**src/rtl/lane_packet_classifier_pkg.sv**
```systemverilog
// Shared constants for the lane packet classifier: K-symbol bytes,
// per-lane class codes, membership codes and the framing state enum.
package lane_packet_classifier_pkg;

  localparam logic [7:0] K_STP = 8'hFB;
  localparam logic [7:0] K_SDP = 8'h5C;
  localparam logic [7:0] K_END = 8'hFD;
  localparam logic [7:0] K_EDB = 8'hFE;
  localparam logic [7:0] K_PAD = 8'hF7;

  localparam logic [2:0] TY_DATA      = 3'b000;
  localparam logic [2:0] TY_TLPSTART  = 3'b001;
  localparam logic [2:0] TY_TLPEND    = 3'b010;
  localparam logic [2:0] TY_DLLPSTART = 3'b011;
  localparam logic [2:0] TY_DLLPEND   = 3'b100;
  localparam logic [2:0] TY_TLPEDB    = 3'b101;
  localparam logic [2:0] TY_ERROR     = 3'b110;
  localparam logic [2:0] TY_NOT_VALID = 3'b111;

  localparam logic [1:0] MB_NONE = 2'b00;
  localparam logic [1:0] MB_TLP  = 2'b01;
  localparam logic [1:0] MB_DLLP = 2'b10;

  // A DLLP body is exactly six data bytes between SDP and END.
  localparam logic [2:0] DLLP_LAST = 3'd6;

  typedef enum logic [1:0] {
    ST_IDLE    = 2'd0,
    ST_IN_TLP  = 2'd1,
    ST_IN_DLLP = 2'd2
  } state_e;

endpackage

```
**src/rtl/lane_packet_classifier_lane_step.sv**
```systemverilog
// One lane of the classifier chain: purely combinational framing step.
//
// state      | meaning
// -----------+------------------------------------------
// ST_IDLE    | between packets, expecting STP or SDP
// ST_IN_TLP  | inside a TLP, waiting for END or EDB
// ST_IN_DLLP | inside a DLLP, counting six data bytes
module lane_step
  import lane_packet_classifier_pkg::*;
(
  input  state_e      state_i,
  input  logic [2:0]  cnt_i,
  input  logic [7:0]  byte_i,
  input  logic        k_i,
  output state_e      state_o,
  output logic [2:0]  cnt_o,
  output logic [2:0]  type_o,
  output logic [1:0]  memb_o,
  output logic        err_o,
  output logic        tlp_done_o,
  output logic        dllp_done_o
);

  // Classify this lane's symbol and advance the framing state.
  always_comb begin
    state_o     = state_i;
    cnt_o       = cnt_i;
    type_o      = TY_NOT_VALID;
    memb_o      = MB_NONE;
    err_o       = 1'b0;
    tlp_done_o  = 1'b0;
    dllp_done_o = 1'b0;
    case (state_i)
      ST_IDLE: begin
        if (!k_i) begin
          type_o = TY_ERROR;
          err_o  = 1'b1;
        end else if (byte_i == K_STP) begin
          type_o  = TY_TLPSTART;
          memb_o  = MB_TLP;
          state_o = ST_IN_TLP;
        end else if (byte_i == K_SDP) begin
          type_o  = TY_DLLPSTART;
          memb_o  = MB_DLLP;
          state_o = ST_IN_DLLP;
          cnt_o   = 3'd0;
        end
        // Any other K symbol between packets (PAD, stray END/EDB, ...) is filler.
      end
      ST_IN_TLP: begin
        memb_o = MB_TLP;
        if (!k_i) begin
          type_o = TY_DATA;
        end else if (byte_i == K_END) begin
          type_o     = TY_TLPEND;
          state_o    = ST_IDLE;
          tlp_done_o = 1'b1;
        end else if (byte_i == K_EDB) begin
          type_o  = TY_TLPEDB;
          state_o = ST_IDLE;
        end else begin
          type_o  = TY_ERROR;
          err_o   = 1'b1;
          state_o = ST_IDLE;
        end
      end
      ST_IN_DLLP: begin
        memb_o = MB_DLLP;
        if (!k_i && cnt_i < DLLP_LAST) begin
          type_o = TY_DATA;
          cnt_o  = cnt_i + 3'd1;
        end else if (k_i && byte_i == K_END && cnt_i == DLLP_LAST) begin
          type_o      = TY_DLLPEND;
          state_o     = ST_IDLE;
          dllp_done_o = 1'b1;
        end else begin
          type_o  = TY_ERROR;
          err_o   = 1'b1;
          state_o = ST_IDLE;
        end
      end
      default: state_o = ST_IDLE;
    endcase
  end

endmodule

```
**src/rtl/lane_packet_classifier.sv**
```systemverilog
// Multi-lane packet classifier: chains one lane_step per lane, registers
// the per-lane results and keeps saturating packet/error statistics.
module lane_packet_classifier
  import lane_packet_classifier_pkg::*;
#(
  parameter int LANES = 4,
  parameter int CNT_W = 16
) (
  input  logic                 clk,
  input  logic                 reset,
  input  logic [8*LANES-1:0]   data_in,
  input  logic [LANES-1:0]     DK,
  input  logic                 valid,
  output logic [3*LANES-1:0]   type_out,
  output logic [2*LANES-1:0]   tlp_or_dllp_out,
  output logic                 frame_err,
  output logic [CNT_W-1:0]     tlp_cnt,
  output logic [CNT_W-1:0]     dllp_cnt,
  output logic [CNT_W-1:0]     err_cnt
);

  localparam int SUM_W = CNT_W + 4;

  state_e             state_q, state_d;
  logic [2:0]         cnt_q, cnt_d;
  logic [3*LANES-1:0] type_q, type_d;
  logic [2*LANES-1:0] memb_q, memb_d;
  logic               frame_err_q, frame_err_d;
  logic [CNT_W-1:0]   tlp_cnt_q, tlp_cnt_d;
  logic [CNT_W-1:0]   dllp_cnt_q, dllp_cnt_d;
  logic [CNT_W-1:0]   err_cnt_q, err_cnt_d;

  state_e     st_c  [LANES+1];
  logic [2:0] cnt_c [LANES+1];
  logic [2:0] ty_l  [LANES];
  logic [1:0] mb_l  [LANES];
  logic       err_l [LANES];
  logic       tlp_l [LANES];
  logic       dllp_l[LANES];

  logic [3:0] n_err, n_tlp, n_dllp;

  function automatic logic [CNT_W-1:0] sat_add(input logic [CNT_W-1:0] c,
                                               input logic [3:0] inc);
    logic [SUM_W-1:0] s;
    s = SUM_W'(c) + SUM_W'(inc);
    if (s > SUM_W'({CNT_W{1'b1}})) return {CNT_W{1'b1}};
    return s[CNT_W-1:0];
  endfunction

  assign st_c[0]  = state_q;
  assign cnt_c[0] = cnt_q;

  for (genvar i = 0; i < LANES; i++) begin : g_lane
    lane_step u_step (
      .state_i     (st_c[i]),
      .cnt_i       (cnt_c[i]),
      .byte_i      (data_in[8*i +: 8]),
      .k_i         (DK[i]),
      .state_o     (st_c[i+1]),
      .cnt_o       (cnt_c[i+1]),
      .type_o      (ty_l[i]),
      .memb_o      (mb_l[i]),
      .err_o       (err_l[i]),
      .tlp_done_o  (tlp_l[i]),
      .dllp_done_o (dllp_l[i])
    );
  end

  // Collect lane results and compute next registered state and statistics.
  always_comb begin
    state_d     = state_q;
    cnt_d       = cnt_q;
    type_d      = {LANES{TY_NOT_VALID}};
    memb_d      = {LANES{MB_NONE}};
    frame_err_d = 1'b0;
    tlp_cnt_d   = tlp_cnt_q;
    dllp_cnt_d  = dllp_cnt_q;
    err_cnt_d   = err_cnt_q;
    n_err       = 4'd0;
    n_tlp       = 4'd0;
    n_dllp      = 4'd0;
    for (int i = 0; i < LANES; i++) begin
      n_err  = n_err  + 4'(err_l[i]);
      n_tlp  = n_tlp  + 4'(tlp_l[i]);
      n_dllp = n_dllp + 4'(dllp_l[i]);
    end
    if (valid) begin
      state_d = st_c[LANES];
      cnt_d   = cnt_c[LANES];
      for (int i = 0; i < LANES; i++) begin
        type_d[3*i +: 3] = ty_l[i];
        memb_d[2*i +: 2] = mb_l[i];
      end
      frame_err_d = (n_err != 4'd0);
      tlp_cnt_d   = sat_add(tlp_cnt_q, n_tlp);
      dllp_cnt_d  = sat_add(dllp_cnt_q, n_dllp);
      err_cnt_d   = sat_add(err_cnt_q, n_err);
    end
  end

  // Registers; reset drops any packet in flight without counting it.
  always_ff @(posedge clk) begin
    if (reset) begin
      state_q     <= ST_IDLE;
      cnt_q       <= 3'd0;
      type_q      <= {LANES{TY_NOT_VALID}};
      memb_q      <= {LANES{MB_NONE}};
      frame_err_q <= 1'b0;
      tlp_cnt_q   <= '0;
      dllp_cnt_q  <= '0;
      err_cnt_q   <= '0;
    end else begin
      state_q     <= state_d;
      cnt_q       <= cnt_d;
      type_q      <= type_d;
      memb_q      <= memb_d;
      frame_err_q <= frame_err_d;
      tlp_cnt_q   <= tlp_cnt_d;
      dllp_cnt_q  <= dllp_cnt_d;
      err_cnt_q   <= err_cnt_d;
    end
  end

  assign type_out        = type_q;
  assign tlp_or_dllp_out = memb_q;
  assign frame_err       = frame_err_q;
  assign tlp_cnt         = tlp_cnt_q;
  assign dllp_cnt        = dllp_cnt_q;
  assign err_cnt         = err_cnt_q;

endmodule

```
**config.mk**
```make
export PLATFORM = sky130hd
export DESIGN_NAME = lane_packet_classifier
export DESIGN_NICKNAME = d
export VERILOG_FILES = /design/src/rtl/lane_packet_classifier_pkg.sv /design/src/rtl/lane_packet_classifier_lane_step.sv /design/src/rtl/lane_packet_classifier.sv
export SDC_FILE = /design/constraint.sdc
export NUM_CORES = 1
export LEC_CHECK = 0
export BUFFER_PORTS_ARGS = -buffer_cell sky130_fd_sc_hd__buf_2
export CAP_MARGIN = 20
export CORE_UTILIZATION = 35
export DETAILED_ROUTE_END_ITERATION = 8
export MAX_ROUTING_LAYER = met4
export PLACE_DENSITY_LB_ADDON = 0.12
export SYNTH_ARGS = -nofsm -noshare
export SYNTH_HDL_FRONTEND = slang
export SYNTH_SLANG_ARGS = --single-unit
export TNS_END_PERCENT = 50
```
**constraint.sdc**
```tcl
create_clock -name clk -period 17 [get_ports clk]
set_input_delay 3.4 -clock clk [delete_from_list [all_inputs] [get_ports clk]]
set_output_delay 3.4 -clock clk [all_outputs]
set_load 0.02 [all_outputs]
```
==> results by group, run 1 <==
Final layout
  – Nets: 742
  – Layout cells sized above 1: a little over a fifth
  – Area Growth Syn to Fin: 20.5%
  – Layout filler cell count: roughly 1400
  – Fin area: roughly 5700 um^2
  – ANT cells: 0

Floorplan
  – Die area: 14000 um^2
  – Die width: ~120 um
  – Chip height: 118 um
  – Number of core rows: 42
  – Core area: 13200 um^2
  – I/O Pins: approximately 110
  – Initial core utilization: a little over a third

Pwr
  – Leakage: 2.42 nW
  – Max IR drop VDD: around 0.044 mV
  – Power density over cell area: 79.2 nW/um^2

Synthesis
  – FFs w/ async S/R, synth: 0%
  – Synth area leader: dfxtp_1
  – Mux cell area share after synthesis: under 10%
  – Syn_area_per_cell: 8.08 um^2
  – Synth Cell Area: approximately 4700 um^2
  – Compound-Gate Fraction of Synth Area: 22.2%
  – Largest family of logic cells by synthesized area: simple AND/OR/NAND/NOR gates
  – XOR/XNOR share of the synthesized area: less than 1%
  – Synth top area share: 31.3%
  – Post-synth EDFFs: 0
  – Top cells by area, synth: dfxtp_1 (31%), nor2_1 (5.5%), a21oi_1 (4.3%), ha_1 (4.0%), nand2_1 (3.8%)
  – Post-Synth Simple-Gate Area: between 30% and 40%
  – Sequential fraction of the synthesis area: between 30 and 40%
  – Mapped Nets: between 600 and 700
  – Yosys reg bits: 74
  – Post-synth cell types: 77
  – Synth Warn #: 0
  – Main flop type after synthesis: dfxtp_1
  – Mapped Cells: 586
  – Post-synthesis adder-cell area fraction: 7.35%

Critical path
  – Worst path most repeated cell: ha_1
  – CP peak stage delay: 550 ps
  – CP Data Required Time: between 15000 and 20000 ps
  – Critical-path maximum fanout: 18
  – CP max stage cell: nand4_1
  – CP arrival: between 10000 and 15000 ps
  – Crit. End Element: flop
  – Startpoint Class: input port
  – RR Startpoint: state_q[1]
  – Critical Path Start: DK[0]
  – CP Class: input port to flop

STA
  – Worst-margin pin slew: 917 ps
  – Final worst slack: 7190 ps
  – Period utilization: 57.7%
  – Slew Limit Fails: 0
  – Max Clk Rate: 102 MHz
  – Fin Setup TNS: 0 ps
  – RSZ-0062 raised after global routing: false
  – Setup violators final: 0
  – Period minus WS final: 9810 ps
  – Worst slew margin: between 30% and 40%
  – Final Skew: about 11 ps
  – Final Hold Viols: 0

Place
  – Placed inst area: approximately 5400 um^2
  – GPL Wtd Cong: around 0.9
  – Place WS: between 6000 and 7000 ps
  – PortBufs: between 100 and 150
  – Detailed Place HPWL: 9430 um

Global routing
  – Global route overflow: 0
  – Total GRT Usage: roughly a fifth
  – Largest net degree at the start of global routing: 56
  – Initial antenna violation count: 0
  – Vias in the first global route: 4416
  – First-pass GRT wire length: 21700 um

Routing
  – WL/cell: ~15 um
  – DR vias: between 4000 and 5000
  – DRC: 0
  – 1st-iter DRT viols: about 270
  – Antenna-violating nets left: 0
  – Router iterations before antenna repair: 5
  – Via-to-Cell Ratio: 5.54
  – Routed wire length: 13000 um

Clock tree
  – CTS tree: done
  – Htree depth: 3
  – Sink Count: 74
  – Total CTS buffers: 9
  – CTS clock-pin slew for the worst setup and hold paths: roughly 60 ps
  – CTS Buffer Depth: 2
  – # resized after CTS: 0
  – Postcts setup bufs: 0
  – # hold bufs at CTS: 0
  – Clock Root Buffer: clkbuf_16
  – Worst-Skew Late Latency: 340 ps

Hold path
  – Worst Hold Launch: dllp_cnt[12]
  – Type of the most critical hold path: flop to flop

Job
  – Max cap viols: 0

Status
  – Status: complete, no violations
## worst max-delay path, delay by kind of cell
family | cells | cell delay [ps]
buffers and inverters | 3 | 380
xor gates and xnor gates | 1 | 150
adders and majority gates | 6 | 1850
muxes | 1 | 210
and+or+nand+nor | 11 | 2850
AOI/OAI and AO/OA | 5 | 1180
## synthesized netlist by cell type (2+ instances only)
master and number:
nand4_1 16, xor2_1 3, o31ai_1 3, a211oi_2 2
a41o_1 2, or3b_1 2, dfxtp_1 74, nor3_1 23
and3b_1 2, nand2_1 48, and4b_1 2, o22ai_1 3
o32ai_1 2, o2111ai_1 2, buf_2 3, a211oi_1 18
and4_1 10, mux2i_1 4, a21oi_2 3, nor3b_1 6
nor2_1 69, fa_1 8, nor4_1 6, nand2b_1 14
inv_1 25, a31oi_1 9, or2_2 2, or2_0 2
clkbuf_1 20, o21ai_0 19, and3_1 19, nand3_1 24
a21oi_1 41, o211ai_1 4, nor2b_1 7, a21o_1 5
or3_1 3, ha_1 15, nand3b_1 7, and2_1 7
a311oi_1 14, nand4_2 2, or4_1 2
## cells in the final DEF (no fill, tap or decap), types with 3 or more instances in the layout
cell and instances:
o22ai_1 3, a21o_1 5, a211oi_1 18, xor2_1 3, o31ai_1 3, a311oi_1 14
nor4_1 6, nor3b_1 6, nor2_1 69, o21ai_0 19, o211ai_1 4, a21oi_2 3
buf_2 107, and2_1 7, and4_1 10, inv_1 25, nor2b_1 7, clkbuf_16 9
ha_1 15, nand3b_1 7, fa_1 8, and3_1 19, dfxtp_1 74, a21oi_1 41
nand4_1 16, nand2b_1 14, mux2i_1 4, nand3_1 24, nor3_1 23, a31oi_1 9
or3_1 3, nand2_1 48
## worst paths after layout
check	to	slack, ps	cells past startpoint
max	err_cnt[5]	7190	27
min reg2reg	dllp_cnt[12]	500	1
max reg2reg	err_cnt[5]	9890	26
min	dllp_cnt[12]	500	1
## cell type report
type	count	area (um^2)	share of cell area [%]
Clock inverter	5	78.8	1.38
Inverter	25	93.8	1.65
Clock buffer	11	233	4.08
Multi-Input combinational cell	461	3040	53.4
Sequential cell	74	1480	26.0
Timing Repair Buffer	109	551	9.66
Tap cell	176	220	3.86
## metrics by stage
| step | power (mW) | hold slack, ps | cells | util, % |
|---|---|---|---|---|
| 3_3_place_gp | 0.251 | 484 | 845 | 40.9 |
| 6_report | 0.452 | 497 | 861 | 43.2 |
| 3_5_place_dp | 0.252 | 486 | 845 | 40.9 |
| 5_1_grt | 0.474 | 517 | 861 | 43.2 |
| 2_1_floorplan | 0.231 | 512 | 586 | - |
| 4_1_cts | 0.456 | 500 | 861 | 43.2 |
## report_power, final
part	leakage [nW]	switching, mW	internal (mW)
Sequential	0.601	0.00446	0.178
Combinational	1.67	0.0412	0.0249
Clock	0.153	0.0748	0.128
Total	2.42	0.121	0.331
## routing by layer
| layer | share of wire [%] | wire length (um) | global-route usage [%] |
|---|---|---|---|
| met1 | 47 | 6030 | 25.5 |
| met2 | 47 | 6060 | 30.5 |
| met3 | 5.1 | 666 | 3.19 |
| met4 | 1.6 | 208 | 7.05 |
| met5 | 0 | 0 | - |
## cell families after synthesis
group	count (synthesis)
multiplexers	6
AO/OA/AOI/OAI	145
flip-flops	74
adder cells (fa/ha/maj)	23
AND/OR/NAND/NOR	283
buffers and inverters	51
XOR/XNOR	4
## sequential cells by signal (all words and copies together) (netlist names)
register,count
state_q,2
err_cnt,16
tlp_or_dllp_out,8
type_out,12
dllp_cnt,16
frame_err,1
tlp_cnt,16
cnt_q,3
Power figures use the tool's default switching activity.
==> inputs of run 2 (changes only) <==
Clock period 17 ns to 9.95 ns, I/O delays scaled along.
==> run 2 against run 1 <==
Critical path depth unchanged. Worst hold slack gained 0.74 ps. Combinational power up 71%. Clock-buffer cell count stayed put. Clock skew is essentially flat. Cell count is the same. Largest power group unchanged. Utilization unchanged. Critical endpoint unchanged. Routed wire length is essentially flat. First-iteration DRC count rose by 0.38%. Die area stayed put. Non-clock buffer count unchanged. Sequential share of layout area did not move.
==> results by group, run 2 (synthesized netlist as in run 1, its figures left out) <==
Status
  – Status: complete, no violations

Pwr
  – Max IR drop VDD: 0.0757 mV (+71%)
  – Power density over cell area: 135 nW/um^2 (+71%)
  – Leakage: 2.42 nW (unchanged)
  – Pwr Total: 0.772 mW (+71%)

STA
  – Slew Limit Fails: 0 (unchanged)
  – Worst slew margin: 38.7% (about the same)
  – Period utilization: around 84%
  – Final Hold Viols: 0 (unchanged)
  – Setup violators final: 0 (unchanged)
  – Period minus WS final: between 8000 and 9000 ps
  – Fin Setup TNS: 0 ps (unchanged)
  – RSZ-0062 raised after global routing: false
  – Worst-margin pin slew: 916 ps (-0.200 ps)
  – Max Clk Rate: between 100 and 150 MHz
  – Final Skew: 10.7 ps (+0.0435 ps)

Clock tree
  – Clock Root Buffer: clkbuf_16
  – # resized after CTS: 0 (unchanged)
  – Postcts setup bufs: 0 (unchanged)
  – CTS Buffer Depth: 2 (unchanged)
  – Total CTS buffers: 9 (unchanged)
  – CTS clock-pin slew for the worst setup and hold paths: 60 ps (about the same)
  – Worst-Skew Late Latency: 340 ps (about the same)
  – Htree depth: 3 (unchanged)
  – Sink Count: 74 (unchanged)
  – # hold bufs at CTS: 0 (unchanged)
  – CTS tree: done

Final layout
  – ANT cells: 0 (unchanged)
  – Area Growth Syn to Fin: 20.5% (unchanged)
  – Commonest non-fill, non-tap cell in the layout: buf_2
  – Final core occ: 43.2% (unchanged)
  – Layout cells sized above 1: 21.8% (unchanged)
  – Highest-count cells in the layout ignoring fill and taps: buf_2 (107), dfxtp_1 (74), nor2_1 (69)
  – Non-filler instance count after layout: 861 (unchanged)
  – Nets: 742 (unchanged)

Critical path
  – CP Data Required Time: 10190 ps (-7050 ps)
  – CP Class: input port to flop
  – Critical-path maximum fanout: 18 (unchanged)
  – CP arrival: 8650 ps (-1410 ps)
  – Critical Path Start: DK[0]
  – Crit. End Element: flop
  – RR Startpoint: state_q[1]
  – Startpoint Class: input port

Routing
  – Antenna-violating nets left: 0 (unchanged)
  – DR vias: 4767 (-0.10%)
  – DRC: 0 (unchanged)
  – WL/cell: 15.1 um (about the same)
  – 1st-iter DRT viols: 266 (+0.38%)
  – Router iterations before antenna repair: 5 (unchanged)
  – Routed wire length: 13000 um (about the same)
  – Via-to-Cell Ratio: 5.54 (-0.10%)

Floorplan
  – I/O Pins: 108 (unchanged)
  – Die area: 14000 um^2 (unchanged)
  – Initial core utilization: 35.9% (unchanged)
  – Number of core rows: 42 (unchanged)
  – Core area: 13200 um^2 (unchanged)
  – Chip height: 118 um (unchanged)
  – Die width: 118 um (unchanged)

Hold path
  – Worst Hold Launch: dllp_cnt[12]
  – Type of the most critical hold path: flop to flop

Global routing
  – Largest net degree at the start of global routing: 56 (unchanged)
  – First-pass GRT wire length: 21700 um (unchanged)
  – Total GRT Usage: 19.6% (unchanged)
  – Global route overflow: 0 (unchanged)
  – Initial antenna violation count: 0 (unchanged)
  – Vias in the first global route: 4416 (unchanged)

Place
  – Detailed Place HPWL: 9430 um (about the same)
  – PortBufs: 107 (unchanged)
  – GPL Wtd Cong: 0.888 (unchanged)
  – Cells after DPL: 845 (unchanged)

Job
  – Max cap viols: 0 (unchanged)
## run 2: report_power, final
part / switching (mW) / internal, mW / total, mW
registers: 0.00761 / 0.304 / 0.312
clock network: 0.128 / 0.219 / 0.347
logic: 0.0705 / 0.0425 / 0.113
total: 0.206 / 0.566 / 0.772
## run 2: layout make-up
cell class / count / area, um^2
Fill cell: 1363 / 7490
Multi-Input combinational cell: 461 / 3040
Sequential cell: 74 / 1480
Timing Repair Buffer: 109 / 551
Clock buffer: 11 / 233
Tap cell: 176 / 220
Inverter: 25 / 93.8
Clock inverter: 5 / 78.8
## run 2: through the flow
| step | hold slack, ps | area (um^2) | worst slack (ps) |
|---|---|---|---|
| after floorplan | 512 | 4730 | 2330 |
| after global placement | 484 | 5390 | 1550 |
| after detailed placement | 486 | 5390 | 1280 |
| after CTS | 500 | 5700 | 1600 |
| after global routing | 517 | 5700 | 1120 |
| final | 498 | 5700 | 1550 |
## run 2: path summary, 6_finish.rpt
kind                                      to  slack, ps  depth (start not counted)
worst max-delay path              err_cnt[5]       1550                         27
worst min register to register  dllp_cnt[12]        500                          1
worst min-delay path            dllp_cnt[12]        500                          1
worst max register to register    err_cnt[5]       2840                         26
## run 2: worst max-delay path: stages
cell and delay (ps):
buf_2 190, or3b_4 420, a21oi_2 230, xnor2_1 150, nand2_1 130, inv_1 120, ha_1 180, nand2_1 100
o311a_4 340, or2_2 330, o211ai_1 180, nand3_1 220, ha_1 260, and4_1 170, or2_0 220, mux2i_1 210
fa_1 460, ha_1 210, ha_1 310, inv_1 70, fa_1 430, nor2b_1 120, o21ai_0 160, nor2_1 130
nand4_1 550, and3_1 460, a311oi_1 270
## run 2: metal layers
layer | GRT usage, % | vias to the layer above | part of all wire, %
met3 | 3.19 | 13 | 5.1
li1 | - | 2367 | -
met1 | 25.5 | 2258 | 47
met2 | 30.5 | 129 | 47
met4 | 7.05 | 0 | 1.6
met5 | - | - | 0
==> inputs of run 3 (changes only) <==
Clock period 9.95 ns to 7.9 ns, I/O delays scaled along.
==> run 3 against run 2 <==
Sequential share of layout area is 0.20 points lower. First-iteration DRC count is 21% lower. Critical endpoint is now err_cnt[13]. Utilization is 0.33 points higher. Register-to-register slack worse by 1600 ps. Worst hold slack better by 8.5 ps. Largest power group unchanged. Non-clock buffer count is 5 higher.
==> results by group, run 3 (synthesized netlist as in run 1, its figures left out) <==
Status
  – Status: complete, no violations

STA
  – Final worst slack: 508 ps (-1040 ps)
  – Worst-margin pin slew: 838 ps (-78.9 ps)
  – Slew Limit Fails: 0 (unchanged)
  – Fin Setup TNS: 0 ps (unchanged)
  – Period minus WS final: between 7000 and 8000 ps
  – Final Skew: 11.0 ps (+0.377 ps)
  – Worst slew margin: 44.0% (+5.3 points)
  – Max Clk Rate: between 100 and 150 MHz
  – RSZ-0062 raised after global routing: false
  – Final Hold Viols: 0 (unchanged)
  – Period utilization: between 90% and 100%
  – Setup violators final: 0 (unchanged)

Place
  – Place WS: 161 ps (-1120 ps)
  – Cells after DPL: 850 (+0.59%)
  – Detailed Place HPWL: 9440 um (+0.14%)
  – PortBufs: 107 (unchanged)
  – GPL Wtd Cong: 0.902 (+1.6%)
  – Placed inst area: 5430 um^2 (+0.70%)

Global routing
  – Initial antenna violation count: 0 (unchanged)
  – Vias in the first global route: 4463 (+1.1%)
  – Total GRT Usage: 19.8% (+0.17 points)
  – Global route overflow: 0 (unchanged)
  – Largest net degree at the start of global routing: 56 (unchanged)
  – First-pass GRT wire length: 21700 um (+0.38%)

Final layout
  – Area of the multi-input gates: 3040 um^2 (unchanged)
  – Commonest non-fill, non-tap cell in the layout: buf_2
  – Area Growth Syn to Fin: 21.4%
  – Layout filler cell count: 1353 (-0.73%)
  – Highest-count cells in the layout ignoring fill and taps: buf_2 (107), dfxtp_1 (74), nor2_1 (69)
  – Layout cells sized above 1: 22.6% (+0.86 points)
  – Final core occ: 43.6% (+0.33 points)
  – Fin area: 5750 um^2 (+0.77%)
  – Non-filler instance count after layout: 866 (+0.58%)
  – ANT cells: 0 (unchanged)
  – Nets: 747 (+0.67%)
  – Sequential cell area: 1480 um^2 (unchanged)

Critical path
  – Worst path most repeated cell: ha_1
  – Crit. End Element: flop
  – FF-to-FF path depth: 28 (+7.7%)
  – R2R setup slack: 1240 ps (-1600 ps)
  – CP peak stage delay: 450 ps (-100 ps)
  – Crit Reg-Reg Endpoint: err_cnt[13]
  – RR Startpoint: state_q[1]
  – CP arrival: 7650 ps (-1000 ps)
  – CP Class: input port to flop
  – Startpoint Class: input port
  – Critical-path maximum fanout: 5 (-13)
  – CP Data Required Time: 8150 ps (-2040 ps)
  – CP max stage cell: fa_1

Routing
  – WL/cell: 14.9 um (-1.2%)
  – Routed wire length: 12900 um (-0.63%)
  – 1st-iter DRT viols: 209 (-21%)
  – Antenna-violating nets left: 0 (unchanged)
  – Via-to-Cell Ratio: 5.51 (-0.56%)
  – DRC: 0 (unchanged)
  – Router iterations before antenna repair: 4 (-1)
  – DR vias: 4768 (+0.021%)

Job
  – Max cap viols: 0 (unchanged)

Clock tree
  – Total CTS buffers: 9 (unchanged)
  – Htree depth: 3 (unchanged)
  – Worst-Skew Late Latency: 350 ps (about the same)
  – CTS Buffer Depth: 2 (unchanged)
  – # hold bufs at CTS: 0 (unchanged)
  – # resized after CTS: 0 (unchanged)
  – Sink Count: 74 (unchanged)
  – CTS clock-pin slew for the worst setup and hold paths: 60 ps (about the same)
  – CTS tree: done
  – Clock Root Buffer: clkbuf_16
  – Postcts setup bufs: 0 (unchanged)

Floorplan
  – Chip height: 118 um (unchanged)
  – Die width: 118 um (unchanged)
  – Initial core utilization: 35.9% (unchanged)
  – Number of core rows: 42 (unchanged)
  – I/O Pins: 108 (unchanged)
  – Core area: 13200 um^2 (unchanged)
  – Die area: 14000 um^2 (unchanged)

Pwr
  – Max IR drop VDD: 0.145 mV (+91%)
  – Switching share of total power: 27.0% (+0.27 points)
  – Flop pwr share: 40.2% (-0.2 points)
  – Clk pwr share: 45.3% (+0.3 points)
  – Psw: 0.263 mW (+28%)
  – Power density over cell area: 170 nW/um^2 (+26%)
  – Internal power: 0.713 mW (+26%)
  – Comb power frac: 14.5% (about the same)
  – Leakage: 2.45 nW (+1.2%)

Hold path
  – Hold endpoint: err_cnt[12]
  – Hold Path Stages: 1 (unchanged)
  – Worst Hold Launch: err_cnt[12]
  – Type of the most critical hold path: flop to flop
-- run 3: layer usage --
layer  vias up  global-route usage (%)  part of all wire [%]
li1       2377                       -                     -
met1      2281                    24.3                    47
met2       101                    31.5                    47
met3         9                    5.36                   4.7
met4         0                    5.85                   1.0
met5         -                       -                     0
-- run 3: power by group through the flow --
stage	clock network (mW)	logic (mW)	registers, mW
after floorplan	0	0.0892	0.407
after global placement	0	0.140	0.401
after detailed placement	0	0.143	0.401
after CTS	0.457	0.143	0.393
after global routing	0.474	0.160	0.394
final	0.442	0.142	0.393
-- run 3: critical path, delay by kind of cell --
kind / cells / cell delay [ps]
buffers and inverters: 2 / 230
XOR/XNOR: 1 / 150
AND/OR/NAND/NOR: 12 / 2530
adder cells (fa/ha/maj): 6 / 1710
AO/OA/AOI/OAI: 7 / 1240
multiplexers: 1 / 190
-- run 3: worst max path at each step --
stage / from / end / slack (ps)
floorplan: DK[0] / err_cnt[5] / 690
global placement: DK[0] / err_cnt[13] / 420
detailed placement: DK[0] / err_cnt[13] / 160
CTS: DK[0] / err_cnt[13] / 530
global route: DK[0] / err_cnt[13] / 100
finish: DK[0] / err_cnt[13] / 510
-- run 3: stage by stage --
stage | hold WS [ps] | power (mW)
final | 506 | 0.976
after global routing | 549 | 1.03
after CTS | 509 | 0.993
after detailed placement | 499 | 0.544
after global placement | 486 | 0.540
after floorplan | 512 | 0.497
-- run 3: layout make-up --
cell class / instances / area share [%]
Clock buffer: 9 / 3.92
Tap cell: 176 / 3.83
Multi-Input combinational cell: 461 / 53.0
Sequential cell: 74 / 25.8
Timing Repair Buffer: 114 / 10.2
Inverter: 25 / 1.63
Clock inverter: 7 / 1.61
